[src/rtl/uart_receiver.sv]
// uart_receiver: 16x-oversampled UART receiver, 1 start bit, DATA_WIDTH data
// bits LSB-first, 1 stop bit, no parity.
// Ports:
//   clk        system clock
//   rstN       asynchronous active-low reset
//   baudTick   one-clk strobe at 16x the baud rate
//   rx         serial line, idle high, asynchronous to clk
//   dataOut    last correctly received word
//   RxDone     one-clk pulse, new word valid on dataOut
//   frameError one-clk pulse, stop bit sampled low
//   RxBusy     high while the receiver is not idle
module uart_receiver #(
   parameter int unsigned DATA_WIDTH = 8
) (
   input  logic                  clk,
   input  logic                  rstN,
   input  logic                  baudTick,
   input  logic                  rx,
   output logic [DATA_WIDTH-1:0] dataOut,
   output logic                  RxDone,
   output logic                  frameError,
   output logic                  RxBusy
);

   localparam int unsigned TICK_W = 4;
   // a 1-bit word still needs a 1-bit counter
   localparam int unsigned BIT_W  = (DATA_WIDTH > 1) ? $clog2(DATA_WIDTH) : 1;

   localparam logic [1:0] IDLE  = 2'd0;
   localparam logic [1:0] START = 2'd1;
   localparam logic [1:0] DATA  = 2'd2;
   localparam logic [1:0] STOP  = 2'd3;

   logic                  rxMeta;
   logic                  rxS;
   logic                  rxPrev;

   logic [1:0]            state,     stateNext;
   logic [TICK_W-1:0]     tickCnt,   tickNext;
   logic [BIT_W-1:0]      bitCnt,    bitNext;
   logic [DATA_WIDTH-1:0] shiftReg,  shiftNext;
   logic [DATA_WIDTH-1:0] dataNext;
   logic                  doneNext;
   logic                  errNext;

   // two-flop synchronizer plus one delayed copy for edge detection
   always_ff @(posedge clk or negedge rstN) begin
      if (!rstN) begin
         rxMeta <= 1'b1;
         rxS    <= 1'b1;
         rxPrev <= 1'b1;
      end else begin
         rxMeta <= rx;
         rxS    <= rxMeta;
         rxPrev <= rxS;
      end
   end

   // state and datapath registers
   always_ff @(posedge clk or negedge rstN) begin
      if (!rstN) begin
         state      <= IDLE;
         tickCnt    <= '0;
         bitCnt     <= '0;
         shiftReg   <= '0;
         dataOut    <= '0;
         RxDone     <= 1'b0;
         frameError <= 1'b0;
      end else begin
         state      <= stateNext;
         tickCnt    <= tickNext;
         bitCnt     <= bitNext;
         shiftReg   <= shiftNext;
         dataOut    <= dataNext;
         RxDone     <= doneNext;
         frameError <= errNext;
      end
   end

   // next-state and datapath logic
   always_comb begin
      stateNext = state;
      tickNext  = tickCnt;
      bitNext   = bitCnt;
      shiftNext = shiftReg;
      dataNext  = dataOut;
      doneNext  = 1'b0;
      errNext   = 1'b0;

      case (state)
         IDLE: begin
            // edge required: a line held low never retriggers
            if (rxPrev && !rxS) begin
               stateNext = START;
               tickNext  = '0;
            end
         end

         START: begin
            if (baudTick) begin
               if (tickCnt == TICK_W'(7)) begin
                  // mid start bit: still low means a real frame
                  if (!rxS) begin
                     stateNext = DATA;
                     tickNext  = '0;
                     bitNext   = '0;
                  end else begin
                     stateNext = IDLE;
                  end
               end else begin
                  tickNext = tickCnt + TICK_W'(1);
               end
            end
         end

         DATA: begin
            if (baudTick) begin
               // wraps 15 -> 0, so each sample is 16 ticks after the last
               tickNext = tickCnt + TICK_W'(1);
               if (tickCnt == TICK_W'(15)) begin
                  shiftNext                 = shiftReg >> 1;
                  shiftNext[DATA_WIDTH-1]   = rxS;
                  if (bitCnt == BIT_W'(DATA_WIDTH - 1)) begin
                     stateNext = STOP;
                  end else begin
                     bitNext = bitCnt + BIT_W'(1);
                  end
               end
            end
         end

         STOP: begin
            if (baudTick) begin
               tickNext = tickCnt + TICK_W'(1);
               if (tickCnt == TICK_W'(15)) begin
                  stateNext = IDLE;
                  if (rxS) begin
                     dataNext = shiftReg;
                     doneNext = 1'b1;
                  end else begin
                     errNext  = 1'b1;
                  end
               end
            end
         end

         default: stateNext = IDLE;
      endcase
   end

   assign RxBusy = (state != IDLE);

endmodule

[config.mk]
export PLATFORM = sky130hd
export DESIGN_NAME = uart_receiver
export DESIGN_NICKNAME = d
export VERILOG_FILES = /design/src/rtl/uart_receiver.sv
export SDC_FILE = /design/constraint.sdc
export NUM_CORES = 1
export LEC_CHECK = 0
export BUFFER_PORTS_ARGS = -buffer_cell sky130_fd_sc_hd__buf_2
export CAP_MARGIN = 20
export CORE_ASPECT_RATIO = 1.5
export CORE_UTILIZATION = 55
export DETAILED_ROUTE_END_ITERATION = 12
export PLACE_DENSITY = 0.83
export SLEW_MARGIN = 20
export SYNTH_ARGS = -nofsm -noshare
export SYNTH_HDL_FRONTEND = slang
export SYNTH_SLANG_ARGS = --single-unit
[constraint.sdc]
create_clock -name clk -period 2 [get_ports clk]
set_input_delay 0.1 -clock clk [delete_from_list [all_inputs] [get_ports clk]]
set_output_delay 0.1 -clock clk [all_outputs]
set_load 0.01 [all_outputs]
; ---- After elaboration in Yosys (flattened, before gate mapping)
; Cells that the tools add are included.
; W data, S select, Z words.
[word_totals]
elab_cells = 72
input_bits = 4
reg_bits = 30
out_inout_bits = 11
[classes]
mux = 31
n_eq_ne = 18
n_addsub = 2
reduce_logical = 11
[op_table]
columns = operator, count
row1 = $mux W4, 5
row2 = $ne A2 B2 Y1 const B, 10
row3 = $mux W2, 9
row4 = $mux W3, 6
row5 = $pmux W4 S3, 1
row6 = $mux W1, 8
row7 = $pmux W2 S4, 1
row8 = $reduce_and A4 Y1, 2
row9 = $reduce_and A8 Y1, 1
row10 = $reduce_and A7 Y1, 1
row11 = $pmux W3 S2, 1
row12 = $add A4 B1 Y4 const B, 1
row13 = $eq A2 B2 Y1 const B, 2
row14 = $eq A4 B3 Y1 const B, 1
row15 = $eq A4 B4 Y1 const B, 1
row16 = $reduce_bool A2 Y1, 2
row17 = $add A3 B1 Y3 const B, 1
row18 = $eq A3 B3 Y1 const B, 1
row19 = $ne A3 B3 Y1 const B, 1
row20 = $reduce_and A3 Y1, 1
row21 = $eq A2 B1 Y1 const B, 1
row22 = $logic_not A2 Y1, 1
row23 = $ne A2 B1 Y1 const B, 1
row24 = $reduce_or A2 Y1, 1
row25 = 2 further kinds, 2

; ---- Depth between registers and ports, before layout
[depth]
word_depth = 5
depth_mapped = 6
mapped_depth_nobuf = 5

; ---- Least setup slack after synthesis
; OpenSTA, ideal clock, no wires.
[synth_path]
path_type = register to register
from = register tickCnt[0]
to = register bitCnt[0]
setup_time_ns = 0.125
setup_slack_ns = 0.481
path_stages_with_launch = 6
synth_period_minus_slack_ns = 1.519
arrival_time_ns = 1.394
path_buffers = 0
required_time_ns = 1.875
cell_sequence = dfrtp_1 ha_1 nand2_1 nor4_2 o211ai_1 mux2_4
[synth_via]
elab_chain_len = 3
elab_cells_between_ends = 5
classes_between = eq/ne: 4 / reduce/logical: 1
[synth_lines]
columns = item, line_no
row1 = from (decl), 39  ; logic [TICK_W-1:0] tickCnt, tickNext;
row2 = from (signal assigned), 71  ; tickCnt <= tickNext;
row3 = $eq A4 B4 Y1 / $eq A4 B3 Y1 (equally long branches), "120, 101"
row4 = $ne A2 B2 Y1 (no line), -
row5 = $reduce_and A7 Y1 (no line) (*), -
row6 = to (signal assigned), 72  ; bitCnt <= bitNext;
row7 = to (decl), 40  ; logic [BIT_W-1:0] bitCnt, bitNext;
; Mark *: on every way between the ends. The rest lies on a longest branch, timed or not.
; A chain may end at the register's enable or synchronous reset.

; ---- Worst setup path in the final report
; Ends and elaborated chain as after synthesis.

==> results.txt <==
* Clock tree from TritonCTS: done
- Sequential fraction of the synthesis area: 55.4%
* Dominant register cell in the synthesized netlist: sky130_fd_sc_hd__dfrtp_1
* Number of distinct standard cells referenced by the synthesized netlist: 36
* Leading cell types by total area after synthesis: sky130_fd_sc_hd__dfrtp_1 50%, sky130_fd_sc_hd__mux2_2 13%, sky130_fd_sc_hd__dfstp_2 5.8%
- Number of synthesized register bits: 30
* Fin. Hold Viols: 0
* Max capacitance violation total: 0
* Maximum net fanout on the critical path: 6
- Worst slew slack as a fraction of its limit: 57.2%
* RSZ-0062 raised after global routing: false
- Once routing completed, OpenROAD measured the worst setup slack at 288 ps.
- Chip Width: 42.6 um
- The die covers 2680 um2.
- Buffers on Ports: 14
- Peak ir drop on the vdd network: 0.818 mV
- First-pass DRT Iterations: 4
- The worst setup path is of the reg -> reg kind.
- The final-report max-slew violation count is 0.
* Layout overhead on the synthesized area: 12.5%
* CTS sink cnt: 30
* Worst-case hold path end point: frameError
* Cells on worst reg2reg path: 5
- Pin placement for this block handled 15 I/O pins.
* Commonest cells after routing, fill and taps aside: 27 x sky130_fd_sc_hd__dfrtp_1, 16 x sky130_fd_sc_hd__mux2_2, 14 x sky130_fd_sc_hd__buf_2, 5 x sky130_fd_sc_hd__clkbuf_4
- Number of nets with antenna violations after routing: 0
- Cell taking the most area after synthesis: sky130_fd_sc_hd__dfrtp_1
- Fraction of synthesized cell area taken by the top area cell type: 49.6%
* Antenna violations before repair: 0
* Launching point of the worst reg2reg path: tickCnt[0]
- Entering global routing, the biggest net connects 31 pins.
- Achievable clock frequency: 584 MHz
- After global routing the overflow that remains totals 0.
- Synthesis handed over a netlist of 97 instances.
- Across all layers, the routed design uses 867 vias.
- Power Dens Cells: 1040 nW/um2
* Post-Route WL: 2.20 mm
- Synthesis produced a netlist with a net count of 104.
* Weighted congestion reported at the end of routability-driven placement: 0.824
* Tightest Pin Transition: 641 ps
- Worst r2r dst: bitCnt[0]
- Number of flops mapped to enable cells by yosys: 0
- Final antenna diode count: 0
- Yosys warns: 0
* Post-Synthesis Mean Instance Area: 14.0 um2
- Fraction of registers with async set/reset: 100%
* # rows: 21
- CTS Root Cell: sky130_fd_sc_hd__clkbuf_4
- The post-route netlist has 43.6% of its cells at a drive strength greater than 1.
* Total negative slack for setup checks: 0 ps
- Leading cell type in the layout, fill and taps excluded: sky130_fd_sc_hd__dfrtp_1
* Hold path cells: 3
* Routed wire length per instance: 15.7 um
* Number of buffers created by CTS: 5
- Share of the clock period used by the worst path: 85.6%
* Worst EP required: 2220 ps
* Core Footprint: 2290 um2
- Maximum buffer depth of the clock tree: 2
* Clk slew on worst S/H paths: 90 ps
* Final total power: 1.59 mW
- Post-CTS timing repair inserted 0 buffers for setup.
* Drt initial violations: 30
- After legalization and detailed placement, the total HPWL measured 1.53 mm.
* Clock latency of the later-clocked register in the worst-skew pair: 330 ps
- Post-route DRC violation count: 0
* Arrival time at the worst endpoint: 1930 ps
- Time the final worst path needs with I/O delays and setup: 1710 ps
* Startpoint class of the critical path: flop
- The final layout contains 123 nets.
- The worst hold path begins at baudTick.
- After synthesis the cells add up to 1360 um2.
* Final setup vio count: 0
* P_leak: 0.744 nW
- Skew final: 7.05 ps
* Detailed-route vias per instance: 6.19
- The clock tree synthesis step divided the H-tree into 2 levels.
* Register-to-register setup slack: 290 ps
- The path class of the tightest hold or removal check is in -> reg.
- Effective utilization at floorplan: 59.6%
- Result of the run: finished clean
* Worst slack at placement: 341 ps
- Global Route Usage Sum: 18.8%
- The via count of the first global-routing pass was 838.
- The floorplan step set the die height to 62.9 um.
- Type of element capturing the critical path: flop
- The first global-routing pass estimated 3.76 mm of wire.
-- registers in the layout, summed over array words and instances (netlist names), named ones only --
register / cells
dataOut: 8
shiftReg: 8
tickCnt: 4
bitCnt: 3
RxDone: 1
frameError: 1
rxMeta: 1
rxPrev: 1
rxS: 1
state: 1
-- power by group --
| group | internal, mW | total, mW | switching, mW |
|---|---|---|---|
| logic | 0.163 | 0.309 | 0.146 |
| clock network | 0.298 | 0.500 | 0.202 |
| registers | 0.664 | 0.776 | 0.112 |
-- worst max-delay path: stages (launching register included) --
cell	delay (ps)
sky130_fd_sc_hd__dfrtp_1	400
sky130_fd_sc_hd__ha_1	320
sky130_fd_sc_hd__nand2_1	200
sky130_fd_sc_hd__nor4_2	240
sky130_fd_sc_hd__o211ai_1	170
sky130_fd_sc_hd__mux2_4	280
-- logic make-up after synthesis --
logic type | after synthesis | synth area share [%]
buf+inv | 6 | 3.03
simple gates | 23 | 13.1
xor+xnor | 1 | 0.643
compound gates | 15 | 8.82
mux | 19 | 16.2
fa+ha+maj | 3 | 2.76
flops | 30 | 55.4
-- routing by layer --
metal	routed length [um]	vias up	track usage, %
met5	0	-	0
met1	898	427	21.6
met3	101	11	6.94
li1	-	400	-
met2	1120	29	29.0
met4	80	0	11.7
-- synth_stat cells, types with 2 or more instances --
cell type and count:
sky130_fd_sc_hd__a21oi_1 3, sky130_fd_sc_hd__a22o_1 2, sky130_fd_sc_hd__buf_6 2, sky130_fd_sc_hd__dfrtp_1 27
sky130_fd_sc_hd__dfstp_2 3, sky130_fd_sc_hd__ha_1 3, sky130_fd_sc_hd__inv_1 2, sky130_fd_sc_hd__mux2_2 16
sky130_fd_sc_hd__mux2_4 2, sky130_fd_sc_hd__nand2_1 3, sky130_fd_sc_hd__nand2b_1 2, sky130_fd_sc_hd__nand3_1 3
sky130_fd_sc_hd__nor2_4 2, sky130_fd_sc_hd__nor3_1 3, sky130_fd_sc_hd__o31ai_1 3
-- area by class of cell --
type                    instances  area [um2]
clock buffers                   7        55.1
clock inverters                 1        30.0
fillers                       158         754
inverters                       2        7.51
multi-input cells              61         566
flip-flops and latches         30         754
well taps                      23        28.8
repair buffers                 16        90.1
-- metrics by stage --
stage / hold WS, ps / utilization [%] / instances / instance area [um2]
2_1_floorplan: -196 / - / 97 / 1360
3_3_place_gp: 148 / 62.4 / 130 / 1430
3_5_place_dp: 157 / 62.4 / 130 / 1430
4_1_cts: 159 / 67.0 / 140 / 1530
5_1_grt: 180 / 67.0 / 140 / 1530
6_report: 180 / 67.0 / 140 / 1530
-- timing repair --
action / in CTS / in global routing
endpoints found under the hold margin: 28 / 0
gates resized for setup: 0 / 0
hold buffers: 2 / 0
-- worst max-delay path by stage --
stage | from | to | slack, ps | depth (start not counted)
after global placement | tickCnt[0] | bitCnt[0] | 380 | 5
after CTS | tickCnt[0] | bitCnt[0] | 300 | 5
after floorplan | tickCnt[0] | bitCnt[0] | 480 | 5
after detailed placement | tickCnt[0] | bitCnt[0] | 340 | 5
final | tickCnt[0] | bitCnt[0] | 290 | 5
after global routing | tickCnt[0] | bitCnt[0] | 200 | 5
Power figures use the tool's default switching activity.
